### src/rtl/fmrv32im_div_arb.sv
`timescale 1ns/1ps
// ---------------------------------------------------------------------------
// fmrv32im_div_arb
//
// Shares one multi-cycle divider between two requesters (A and B). One
// operation is in flight at a time. The arbiter grants a requester in IDLE,
// starts the divider with a one-cycle DIV_INST_* pulse, waits for the result
// under a watchdog, and returns the result to the requester that was granted.
// A zero divisor is answered directly, without starting the divider, when
// BYPASS_ZERO is set.
//
// Handshake: a request is accepted in a cycle where REQx_VALID and REQx_READY
// are both 1 at the rising clock edge. READY is combinational and is only
// raised in IDLE, for at most one requester. The requester must hold OP/RS1/RS2
// stable while VALID is high. The response is a single-cycle RSPx_VALID strobe
// with no back-pressure; RSP_RD and RSPx_ERR are meaningful only with it.
//
// Parameters
//   TIMEOUT      maximum BUSY cycles before an error response (>= 1)
//   BYPASS_ZERO  1 answers a zero divisor directly without the divider
//
// Ports
//   CLK, RST_N                 clock (rising edge), async active-low reset
//   REQx_VALID/OP/RS1/RS2      requester A/B operation request
//   REQx_READY                 accept strobe (combinational)
//   RSPx_VALID, RSPx_ERR       per-requester result strobe and timeout flag
//   RSP_RD                     shared result, holds between responses
//   DIV_INST_*                 one-hot divider start pulse
//   DIV_RS1, DIV_RS2           divider operands
//   DIV_WAIT, DIV_READY, DIV_RD  divider status and result
//   DBG_STATE                  current FSM state (IDLE=0 ISSUE=1 BUSY=2 RESP=3)
//   DBG_DIV_WAIT               divider reports executing while we are in BUSY
// ---------------------------------------------------------------------------
module fmrv32im_div_arb #(
   parameter int unsigned TIMEOUT     = 63,
   parameter logic        BYPASS_ZERO = 1'b1
) (
   input  logic        CLK,
   input  logic        RST_N,
   input  logic        REQA_VALID,
   input  logic [1:0]  REQA_OP,
   input  logic [31:0] REQA_RS1,
   input  logic [31:0] REQA_RS2,
   output logic        REQA_READY,
   input  logic        REQB_VALID,
   input  logic [1:0]  REQB_OP,
   input  logic [31:0] REQB_RS1,
   input  logic [31:0] REQB_RS2,
   output logic        REQB_READY,
   output logic        RSPA_VALID,
   output logic        RSPA_ERR,
   output logic        RSPB_VALID,
   output logic        RSPB_ERR,
   output logic [31:0] RSP_RD,
   output logic        DIV_INST_DIV,
   output logic        DIV_INST_DIVU,
   output logic        DIV_INST_REM,
   output logic        DIV_INST_REMU,
   output logic [31:0] DIV_RS1,
   output logic [31:0] DIV_RS2,
   input  logic        DIV_WAIT,
   input  logic        DIV_READY,
   input  logic [31:0] DIV_RD,
   output logic [1:0]  DBG_STATE,
   output logic        DBG_DIV_WAIT
);

   localparam int CNT_W = (TIMEOUT < 2) ? 1 : $clog2(TIMEOUT + 1);

   typedef enum logic [1:0] {
      S_IDLE  = 2'd0,
      S_ISSUE = 2'd1,
      S_BUSY  = 2'd2,
      S_RESP  = 2'd3
   } state_t;

   state_t            state_q, state_d;
   logic              ptr_q, ptr_d;      // 0: A has priority, 1: B
   logic [CNT_W-1:0]  cnt_q, cnt_d;
   logic [1:0]        op_q, op_d;
   logic [31:0]       rs1_q, rs1_d;
   logic [31:0]       rs2_q, rs2_d;
   logic              id_q, id_d;        // 0: A, 1: B
   logic [31:0]       res_q, res_d;
   logic              err_q, err_d;

   logic              pick_b;
   logic              grant_a, grant_b;
   logic [1:0]        sel_op;
   logic [31:0]       sel_rs1, sel_rs2;
   logic              in_issue, in_resp;

   // B wins when it is the only one asking, or both ask and the pointer names B.
   assign pick_b  = REQB_VALID && (!REQA_VALID || ptr_q);
   assign sel_op  = pick_b ? REQB_OP  : REQA_OP;
   assign sel_rs1 = pick_b ? REQB_RS1 : REQA_RS1;
   assign sel_rs2 = pick_b ? REQB_RS2 : REQA_RS2;

   always_comb begin
      state_d = state_q;
      ptr_d   = ptr_q;
      cnt_d   = cnt_q;
      op_d    = op_q;
      rs1_d   = rs1_q;
      rs2_d   = rs2_q;
      id_d    = id_q;
      res_d   = res_q;
      err_d   = err_q;
      grant_a = 1'b0;
      grant_b = 1'b0;

      unique case (state_q)
         S_IDLE: begin
            if (REQA_VALID || REQB_VALID) begin
               grant_a = !pick_b;
               grant_b = pick_b;
               op_d    = sel_op;
               rs1_d   = sel_rs1;
               rs2_d   = sel_rs2;
               id_d    = pick_b;
               ptr_d   = !pick_b;
               if (BYPASS_ZERO && (sel_rs2 == 32'd0)) begin
                  // DIV/DIVU by zero give all ones, REM/REMU give the dividend.
                  res_d   = sel_op[1] ? sel_rs1 : 32'hFFFF_FFFF;
                  err_d   = 1'b0;
                  state_d = S_RESP;
               end else begin
                  state_d = S_ISSUE;
               end
            end
         end

         S_ISSUE: begin
            cnt_d   = '0;
            state_d = S_BUSY;
         end

         S_BUSY: begin
            // A result on the last allowed cycle still wins over the watchdog.
            if (DIV_READY) begin
               res_d   = DIV_RD;
               err_d   = 1'b0;
               state_d = S_RESP;
            end else if (cnt_q == CNT_W'(TIMEOUT - 1)) begin
               // This is the TIMEOUT-th BUSY cycle: give up.
               res_d   = 32'd0;
               err_d   = 1'b1;
               state_d = S_RESP;
            end else begin
               cnt_d = cnt_q + CNT_W'(1);
            end
         end

         S_RESP: begin
            state_d = S_IDLE;
         end

         default: begin
            state_d = S_IDLE;
         end
      endcase
   end

   always_ff @(posedge CLK or negedge RST_N) begin
      if (!RST_N) begin
         state_q <= S_IDLE;
         ptr_q   <= 1'b0;
         cnt_q   <= '0;
         op_q    <= 2'b00;
         rs1_q   <= 32'd0;
         rs2_q   <= 32'd0;
         id_q    <= 1'b0;
         res_q   <= 32'd0;
         err_q   <= 1'b0;
      end else begin
         state_q <= state_d;
         ptr_q   <= ptr_d;
         cnt_q   <= cnt_d;
         op_q    <= op_d;
         rs1_q   <= rs1_d;
         rs2_q   <= rs2_d;
         id_q    <= id_d;
         res_q   <= res_d;
         err_q   <= err_d;
      end
   end

   // The state register sits at IDLE throughout reset, so the accept strobe
   // is additionally gated by RST_N to keep it low while reset is held.
   assign REQA_READY = grant_a && RST_N;
   assign REQB_READY = grant_b && RST_N;

   assign in_issue = (state_q == S_ISSUE);
   assign in_resp  = (state_q == S_RESP);

   assign DIV_INST_DIV  = in_issue && (op_q == 2'b00);
   assign DIV_INST_DIVU = in_issue && (op_q == 2'b01);
   assign DIV_INST_REM  = in_issue && (op_q == 2'b10);
   assign DIV_INST_REMU = in_issue && (op_q == 2'b11);

   // The operand registers only change on a grant, so they are stable from
   // ISSUE through BUSY.
   assign DIV_RS1 = rs1_q;
   assign DIV_RS2 = rs2_q;

   assign RSPA_VALID = in_resp && !id_q;
   assign RSPB_VALID = in_resp &&  id_q;
   assign RSPA_ERR   = in_resp && !id_q && err_q;
   assign RSPB_ERR   = in_resp &&  id_q && err_q;
   // The result register only loads on the edge into RESP, so it holds the
   // last response value at all other times.
   assign RSP_RD     = res_q;

   assign DBG_STATE    = state_q;
   assign DBG_DIV_WAIT = DIV_WAIT && (state_q == S_BUSY);

endmodule

### config.mk
export PLATFORM = sky130hd
export DESIGN_NAME = fmrv32im_div_arb
export DESIGN_NICKNAME = d
export VERILOG_FILES = /design/src/rtl/fmrv32im_div_arb.sv
export SDC_FILE = /design/constraint.sdc
export NUM_CORES = 1
export LEC_CHECK = 0
export ABC_AREA = 1
export CORE_ASPECT_RATIO = 0.8
export CORE_MARGIN = 5
export CORE_UTILIZATION = 42
export CTS_CLUSTER_SIZE = 16
export DETAILED_ROUTE_END_ITERATION = 12
export PLACE_DENSITY = 0.9
export SETUP_SLACK_MARGIN = 0.15
export SLEW_MARGIN = 20
export SYNTH_ARGS = -nofsm -noshare
export SYNTH_HDL_FRONTEND = slang
export SYNTH_SLANG_ARGS = --single-unit
### constraint.sdc
create_clock -name CLK -period 3.5 [get_ports CLK]
set_input_delay 0.525 -clock CLK [delete_from_list [all_inputs] [get_ports CLK]]
set_output_delay 0.525 -clock CLK [all_outputs]
set_load 0.1 [all_outputs]
# Yosys cells after proc, flatten, opt, wreduce, memory -nomap -nowiden
# Index checks and enable logic that the tools add are counted.
# word_totals
reg_bits	109
inputBits	170
output_inout_bits	109
# op_classes
add_sub_neg	1
eq_ne	12
muxes	26
n_reduce_logical	26
# op_table
operator	count
$mux W32	7
$pmux W32 S2	1
$logic_not A32 Y1	1
$logic_and A1 B1 Y1	12
$mux W6	2
$pmux W6 S2	1
$mux W2	5
$eq A2 B2 Y1 const B	4
$mux W1	8
$ne A2 B2 Y1 const B	4
$pmux W2 S4	1
$add A6 B1 Y6 const B	1
$eq A6 B6 Y1 const B	1
$eq A2 B1 Y1 const B	2
$logic_not A2 Y1	2
$reduce_and A2 Y1	2
$reduce_and A4 Y1	1
$reduce_bool A2 Y1	2
$logic_not A1 Y1	3
$ne A3 B3 Y1 const B	1
$reduce_and A3 Y1	1
$logic_or A1 B1 Y1	2
$pmux W1 S2	1

# Depth between registers and ports, before layout
# depth
ltp_word	8
mapped_depth	16
depth_no_buf	14

# Worst setup path after synthesis
# No wires, ideal clock.
# synth_path
path_type	reg2out
startpoint	register state_q[1] (netlist: DBG_STATE[1])
endpoint	output RSPA_ERR
arrival_ps	3364
setup_slack_ps	-389
stages_incl_launch_ff	4
path_cell_list	dfrtp_1 ha_1 inv_1 nor3_1
# synth_via
elab_chain_len	3
# synth_rtl
element	line	rtl
start, declared	77	state_t state_q, state_d;
start signal, assigned	176	state_q <= state_d;
$eq A2 B2 Y1	194	assign in_resp = (state_q == S_RESP);
$logic_and A1 B1 Y1 (2 in series)	208	assign RSPA_ERR = in_resp && !id_q && err_q;
end, declared	51	output logic RSPA_ERR,
# No other way between the ends.

# Final worst setup path
# layout_path
startpoint	input REQB_VALID
endpoint	output REQA_READY
# layout_via
elab_chain_len	5
word_cells_on_any_way	6
cone_classes	mux (2); reduce/logical (4)
# layout_rtl
element	line	rtl
start, declared	45	input logic REQB_VALID,
$logic_and A1 B1 Y1	94	assign pick_b = REQB_VALID && (!REQA_VALID || ptr_q);
$logic_not A1 Y1	115	grant_a = !pick_b;
$mux W1 (*)	114	if (REQA_VALID || REQB_VALID) begin
$mux W1 (*)	112	unique case (state_q)
$logic_and A1 B1 Y1 (*)	190	assign REQA_READY = grant_a && RST_N;
end, declared	44	output logic REQA_READY,
# Mark *: on every way between the ends. The rest lies on a longest branch, timed or not.

==> summary.txt <==
Setup path
  – Buf/Inv on CP: 4
  – CP peak stage delay: 0.62 ns
  – WS Path Type: in2out
  – Critical Path End Type: output port
  – CP cell instances: clkdlybuf4s50_1 -> buf_4 -> inv_1 -> a21oi_1 -> nand2_1 -> nor2_2 -> buf_12
  – WP data required: 2.97 ns
  – Slowest CP cell: clkdlybuf4s50_1
  – Top delay family on crit path: buffers and inverters
  – Worst EP arrival: ~2.4 ns
  – Startpoint types: input pin
  – Worst-path fanout max: 13

Logic synthesis
  – Top post-synthesis cells by area: dfrtp_1 (45%), nand2_1 (20%), o21ai_0 (6.1%), nand3_1 (5.8%), mux2i_1 (5.3%)
  – Synth warnings: 0
  – Synth unique cells: 25
  – Syn Inst Count: around 800
  – Syn nets: 980
  – Yosys reg bits: 109
  – Area of the mapped netlist: 6050 sq um
  – Synthesized area per cell: approximately 7.5 sq um
  – Register area share after synthesis: 45.1%
  – Post-synth top area share: roughly 45%
  – Leading area contributor after synthesis: dfrtp_1

STA
  – Final Hold Viols: 0
  – Unrepaired setup endpoints after global routing: false
  – Relative slew slack: 28.8%
  – Pins Over Slew Limit: 0
  – Setup violations, final: 0
  – Fin crit share: between 80 and 90%
  – Slew @ Worst Pin: 1.07 ns
  – Final min period: between 2 and 3 ns
  – Fmax: 0.345 GHz
  – Clk_skew: between 0.008 and 0.009 ns

Clock tree
  – Resized cells post-CTS: 0
  – Max clock buf depth: 2
  – Setup repair bufs after CTS: 0
  – H-Tree Depth: 3
  – Hold-fix buffers at CTS: 1
  – CTS root buffer: clkbuf_16
  – CTS tree: yes
  – Worst-path clk slew: 0.07 ns
  – Clock latency on the worst-skew pair: around 0.35 ns
  – Clk sinks: 109
  – Total CTS buffers: 9

Finish
  – Layout cells sized above 1: 4.54%
  – Synth-to-Final Area Change: 52.1%
  – Nets: 1231
  – Post-route cell area: 9200 sq um
  – Most frequent cells in the layout: nand2_1 (321), clkdlybuf4s50_1 (266), dfrtp_1 (109)
  – Fin util: 64.8%
  – ANT cells: 0
  – Commonest non-fill, non-tap cell in the layout: nand2_1

Placement
  – I/O Buffers: between 200 and 300
  – RD Place Congestion: 0.953
  – Final HPWL DP: roughly 15000 microns
  – DP Area: 8920 sq um

Floorplan
  – Die Area: 16900 sq um
  – Die Wd: ~140 microns
  – Die height: 117 microns
  – Cell Rows: 39
  – Initial Util: 42.6%
  – Core footprint: 14200 sq um
  – IO Pins: 279

Outcome
  – Status: completed

Route
  – Wl on met1: approximately 7900 microns
  – Detailed Route WL: 20100 microns
  – Initial DRT Pass Iterations: 5
  – Highest Signal Layer: met4
  – Routed wire per std cell: 16.2 microns
  – DR vias: 6161
  – Drt drc: 0
  – Met2 WL: 9910 microns
  – Metal3 WL: 1850 microns
  – DR iter-0 viols: 400
  – Via density: ~5.0
  – Antenna-violating nets left: 0

Global route
  – Vias in the first global route: 6090
  – Largest net degree at the start of global routing: about 60
  – Overall routing resource usage: 23.4%
  – Grt ovf: 0
  – Initial antenna violation count: 0
  – First-pass GRT wire length: 31600 microns

Run
  – Max-cap violation count: 0

Min path
  – HP Class: reg2reg
path summary, 6_finish.rpt:
kind	cells after the start	slack, ns	startpoint	to
setup / recovery	7	0.60	REQB_VALID	REQA_READY
max in group asynchronous	3	2.00	RST_N	DIV_RS2[9]
setup reg to reg	11	0.72	DBG_STATE[0]	RSP_RD[11]
hold reg to reg	2	0.47	RSP_RD[15]	RSP_RD[15]
min in group asynchronous	2	0.55	RST_N	DIV_RS1[3]
hold / removal	2	0.47	RSP_RD[15]	RSP_RD[15]
per-layer routing:
metal	global-route usage [%]	vias to the layer above
met4	6.82	0
li1	-	3043
met2	39.9	280
met3	5.90	29
met5	0	-
met1	29.3	2809
area by class of cell:
type / count / area (sq um)
Clock buffer: 9 / 225
Clock inverter: 6 / 46.3
Fill cell: 1224 / 5000
Inverter: 66 / 249
Multi-Input combinational cell: 577 / 2810
Sequential cell: 109 / 2730
Tap cell: 184 / 230
Timing Repair Buffer: 291 / 2920
cells in the mapped netlist:
| cell type | instances |
|---|---|
| inv_1 | 65 |
| dfrtp_1 | 109 |
| clkinv_1 | 1 |
| mux2i_1 | 32 |
| a21oi_1 | 6 |
| o21a_1 | 1 |
| buf_2 | 10 |
| o221ai_1 | 1 |
| nand3b_1 | 27 |
| nand3_1 | 70 |
| buf_6 | 8 |
| a21oi_2 | 1 |
| clkbuf_1 | 28 |
| o21ai_1 | 4 |
| buf_4 | 5 |
| nand2_4 | 3 |
| nand2_8 | 1 |
| o21ai_0 | 74 |
| nor2_2 | 1 |
| nor3_1 | 6 |
| ha_1 | 7 |
| nor2_1 | 20 |
| o31ai_1 | 1 |
| o22ai_1 | 1 |
| nand2_1 | 321 |
logic make-up (layout without fill, tap and decap cells):
group,after synthesis,count (layout),synth area share [%]
AND/OR/NAND/NOR,449,449,31.8
AO/OA/AOI/OAI,89,89,7.59
flip-flops,109,109,45.1
adder cells (fa/ha/maj),7,7,1.45
multiplexers,32,32,5.30
buffers and inverters,117,372,8.77
state kept, by name, indices dropped and copies added, names as in the netlist:
signal and cells:
DBG_STATE 2, DIV_RS1 32, DIV_RS2 32, RSP_RD 32, cnt_q 6, err_q 1
id_q 1, op_q 2, ptr_q 1
through the flow:
stage	worst slack (ns)	setup TNS, ns	hold WS [ns]	instances
5_1_grt	0.357	0	0.493	1242
4_1_cts	0.574	0	0.474	1242
2_1_floorplan	-0.337	-1.35	0.229	803
6_report	0.598	0	0.470	1242
3_3_place_gp	0.285	0	0.372	1226
3_5_place_dp	0.225	0	0.374	1226
worst min-delay path, cell delays in order (launching register included):
cell and delay, ns:
dfrtp_1 0.34, nand2_1 0.05, nand2_1 0.04
Power is not shown: default switching activity piles up to over one toggle a cycle in this logic, so the estimate is an artifact.
==> edit 1: new RTL, same flow settings <==
The parameter `BYPASS_ZERO` goes from 1'b1 to 1'b0.
--- a/src/rtl/fmrv32im_div_arb.sv
+++ b/src/rtl/fmrv32im_div_arb.sv
@@ -34,5 +34,5 @@
 module fmrv32im_div_arb #(
    parameter int unsigned TIMEOUT     = 63,
-   parameter logic        BYPASS_ZERO = 1'b1
+   parameter logic        BYPASS_ZERO = 1'b0
 ) (
    input  logic        CLK,
Formal check against the unedited RTL: not equivalent (Yosys sat finds a counterexample within 4 cycles, from zero or initial values and one cycle with RST_N low).
==> edit 1 against the original RTL <==
Count of clock-buffer cells in the layout unchanged. Setup slack improved by 0.43 ns. Cell area shrank 9.4%. Sequential cell count did not move. Wire length decreased by 16%. Core utilization grew 4.5 points. Area after synthesis down 16%. Highest routed layer unchanged. Synthesized cell count down 18%. Register-to-register slack better by 0.67 ns. Die area down 14%.
Power is not shown: default switching activity piles up to over one toggle a cycle in this logic, so the estimate is an artifact.
==> edit 1: results <==
export IMPL_ys_types=19
export IMPL_hpwl_mm=12.51
export IMPL_grt_pass1_vias=5197
export IMPL_grt_max_degree=88
export IMPL_status="finished, final reports clean"
export IMPL_crit_arrival_ns=1.95
export IMPL_syn_area_per_cell_um2=7.740
export IMPL_numCtsBuffers=9
export IMPL_vias=5275
export IMPL_grt_pass1_wl_mm=26.29
export IMPL_post_cts_buffers=0
export IMPL_finalClockSkew_ns=0.006588
export IMPL_r2r_start="cnt_q[0]"
export IMPL_synth_top_cells_by_area="dfrtp_1 (53%), nand2_1 (19%), nand3_1 (12%)"
export IMPL_hold_class="input port to asynchronous set/reset pin"
export IMPL_drive_above_1_share_pct=4.757
export IMPL_grt_use_total_pct=22.69
export IMPL_synth_net_count=836
export IMPL_clock_path_buffers=2
export IMPL_post_cts_resized=0
export IMPL_avgViaCountPerCell=4.898
export IMPL_synth_warnings=0
export IMPL_num_nets_final=1096
export IMPL_insertion_delay_ns=0.34
export IMPL_yosysSeqAreaShare_pct=53.39
export IMPL_cp_top_family="buffers and inverters"
export IMPL_fill_cells=961
export IMPL_r2r_slack_ns=1.39
export IMPL_slowest_delay_ns=1.18
export IMPL_crit_fanout=5
export IMPL_reg2reg_depth=7
export IMPL_drtIter0Drc=374
export IMPL_synth_top_cells_by_count="nand2_1 (256), nand3_1 (121), dfrtp_1 (109)"
export IMPL_maxSlewHeadroom_pct=30.35
export IMPL_routabilityCongestion=0.8398
export IMPL_totalWireLength_mm=16.86
export IMPL_fin_hold_ws_ns=0.3151
export IMPL_r2r_end="RSP_RD[2]"
export IMPL_cts_max_level=3
export IMPL_io_buffers=278
edit 1: worst max-delay path by stage:
stage,from,end,slack [ns]
final,DBG_STATE[1],DBG_STATE[1],1.03
after detailed placement,REQA_VALID,REQA_READY,1.09
after CTS,DBG_STATE[1],DBG_STATE[1],1.00
after global placement,REQA_VALID,REQA_READY,1.11
after floorplan,DBG_STATE[0],DIV_INST_DIV,-0.37
after global routing,DBG_STATE[1],DBG_STATE[1],0.96
edit 1: logic make-up (layout without fill, tap and decap cells):
logic type | Yosys count | after routing | synth area share (%)
flops | 109 | 109 | 53.39
xor+xnor | 2 | 2 | 0.3429
fa+ha+maj | 6 | 6 | 1.469
compound gates | 34 | 34 | 3.551
buf+inv | 89 | 354 | 7.299
simple gates | 420 | 420 | 33.95
edit 1: routing by layer:
layer  routed length, µm  global-route usage (%)  part of all wire, %
met1                6603                   26.88                   39
met2                8282                   39.46                   49
met3                1746                   8.948                   10
met4                 231                   4.993                  1.4
met5                   0                       0                    0
edit 1: area by class of cell:
type | instances | area, µm² | area share (%)
timing repair buffer | 286 | 2863 | 34.33
sequential | 109 | 2728 | 32.71
multi-input combinational | 462 | 2033 | 24.38
clock buffer | 9 | 225.2 | 2.701
inverter | 52 | 195.2 | 2.341
tap | 152 | 190.2 | 2.281
clock inverter | 7 | 103.9 | 1.246
edit 1: stage by stage:
step	instance area, µm²	setup slack [ns]
2_1_floorplan	5116	-0.3734
3_3_place_gp	8009	1.114
3_5_place_dp	8009	1.093
4_1_cts	8338	1.005
5_1_grt	8338	0.9605
6_report	8338	1.029
==> edit 2: new RTL, same flow settings <==
Without the edit above. Add an input register stage for `DIV_RD`, without a reset; this delays it by one clock. The other inputs are not delayed to match.
--- a/src/rtl/fmrv32im_div_arb.sv
+++ b/src/rtl/fmrv32im_div_arb.sv
@@ -75,4 +75,10 @@
    } state_t;
 
+   logic [31:0] DIV_RD_q;
+
+   always_ff @(posedge CLK) begin
+      DIV_RD_q <= DIV_RD;
+   end
+
    state_t            state_q, state_d;
    logic              ptr_q, ptr_d;      // 0: A has priority, 1: B
@@ -139,5 +145,5 @@
             // A result on the last allowed cycle still wins over the watchdog.
             if (DIV_READY) begin
-               res_d   = DIV_RD;
+               res_d   = DIV_RD_q;
                err_d   = 1'b0;
                state_d = S_RESP;
Formal check against the unedited RTL: not equivalent (a bounded check fails within 4 cycles, from zero or initial values and one cycle with RST_N low).
==> edit 2 against the original RTL <==
Cell area is 10% higher. Setup slack worse by 0.088 ns. Area after synthesis is 10% higher. Wire length is 9.2% higher. Sequential cell count is 32 higher. Register-to-register slack better by 0.05 ns. Largest cell class is now sequential cells.
Power is left out: the tool's default activity adds up to more than one toggle a clock period on the data nets, which glitch-free logic cannot reach.
==> edit 2: results <==
export IMPL_status="finished, final reports clean"
export IMPL_async_reset_ff_share_pct=77.30
export IMPL_fill_cells=1262
export IMPL_buffer_area_share_pct=28.81
export IMPL_multi_input_area_share_pct=27.52
export IMPL_hold_class="input port to asynchronous set/reset pin"
export IMPL_insertion_delay_ns=0.42
export IMPL_vias=6583
export IMPL_r2r_start="ptr_q"
export IMPL_fin_hold_ws_ns=0.4485
export IMPL_reg2reg_depth=14
export IMPL_routabilityCongestion=0.8895
export IMPL_avgRoutedWirePerCell_um=16.62
export IMPL_buffers=294
export IMPL_r2r_end="RSP_RD[24]"
export IMPL_clk_share_pct=5.608
export IMPL_ys_ff_latch=141
export IMPL_yosysSeqAreaShare_pct=50.61
export IMPL_grt_use_total_pct=23.59
export IMPL_finalCritPeriodShare_pct=85.44
export IMPL_maxSlewHeadroom_pct=31.78
export IMPL_final_core_util_pct=64.89
export IMPL_avgViaCountPerCell=4.991
export IMPL_seqCellArea_mm2=0.003368
export IMPL_syn_area_per_cell_um2=8.038
export IMPL_crit_arrival_ns=2.47
export IMPL_drive_above_1_share_pct=5.888
export IMPL_startpoint="REQA_VALID"
export IMPL_nonClockInverterCount=60
export IMPL_grt_pass1_wl_mm=34.00
export IMPL_place_area_mm2=0.009573
export IMPL_drtIter0Drc=503
export IMPL_slowest_delay_ns=0.53
-- edit 2: changes by cell type in the layout (fill, tap and decap cells not counted), moves of 2 or more --
cell,unedited run,this run
clkbuf_16,9,17
nand2_1,321,319
inv_1,64,57
dfxtp_1,0,32
clkbuf_1,0,3
buf_4,19,23
inv_6,3,0
bufinv_16,0,2
clkinv_4,0,3
o22ai_1,1,3
clkinv_2,2,6
nand3_1,70,68
-- edit 2: routing by layer --
layer,part of all wire [%],global-route usage (%)
met4,2.3,8.494
met3,10,7.383
met1,39,28.25
met2,48,40.12
met5,0.032,0
-- edit 2: kinds of logic after synthesis --
group / synth area share [%]
AND/OR/NAND/NOR: 28.60
buffers and inverters: 7.633
flip-flops: 50.61
adder cells (fa/ha/maj): 1.316
multiplexers: 4.813
AO/OA/AOI/OAI: 7.032
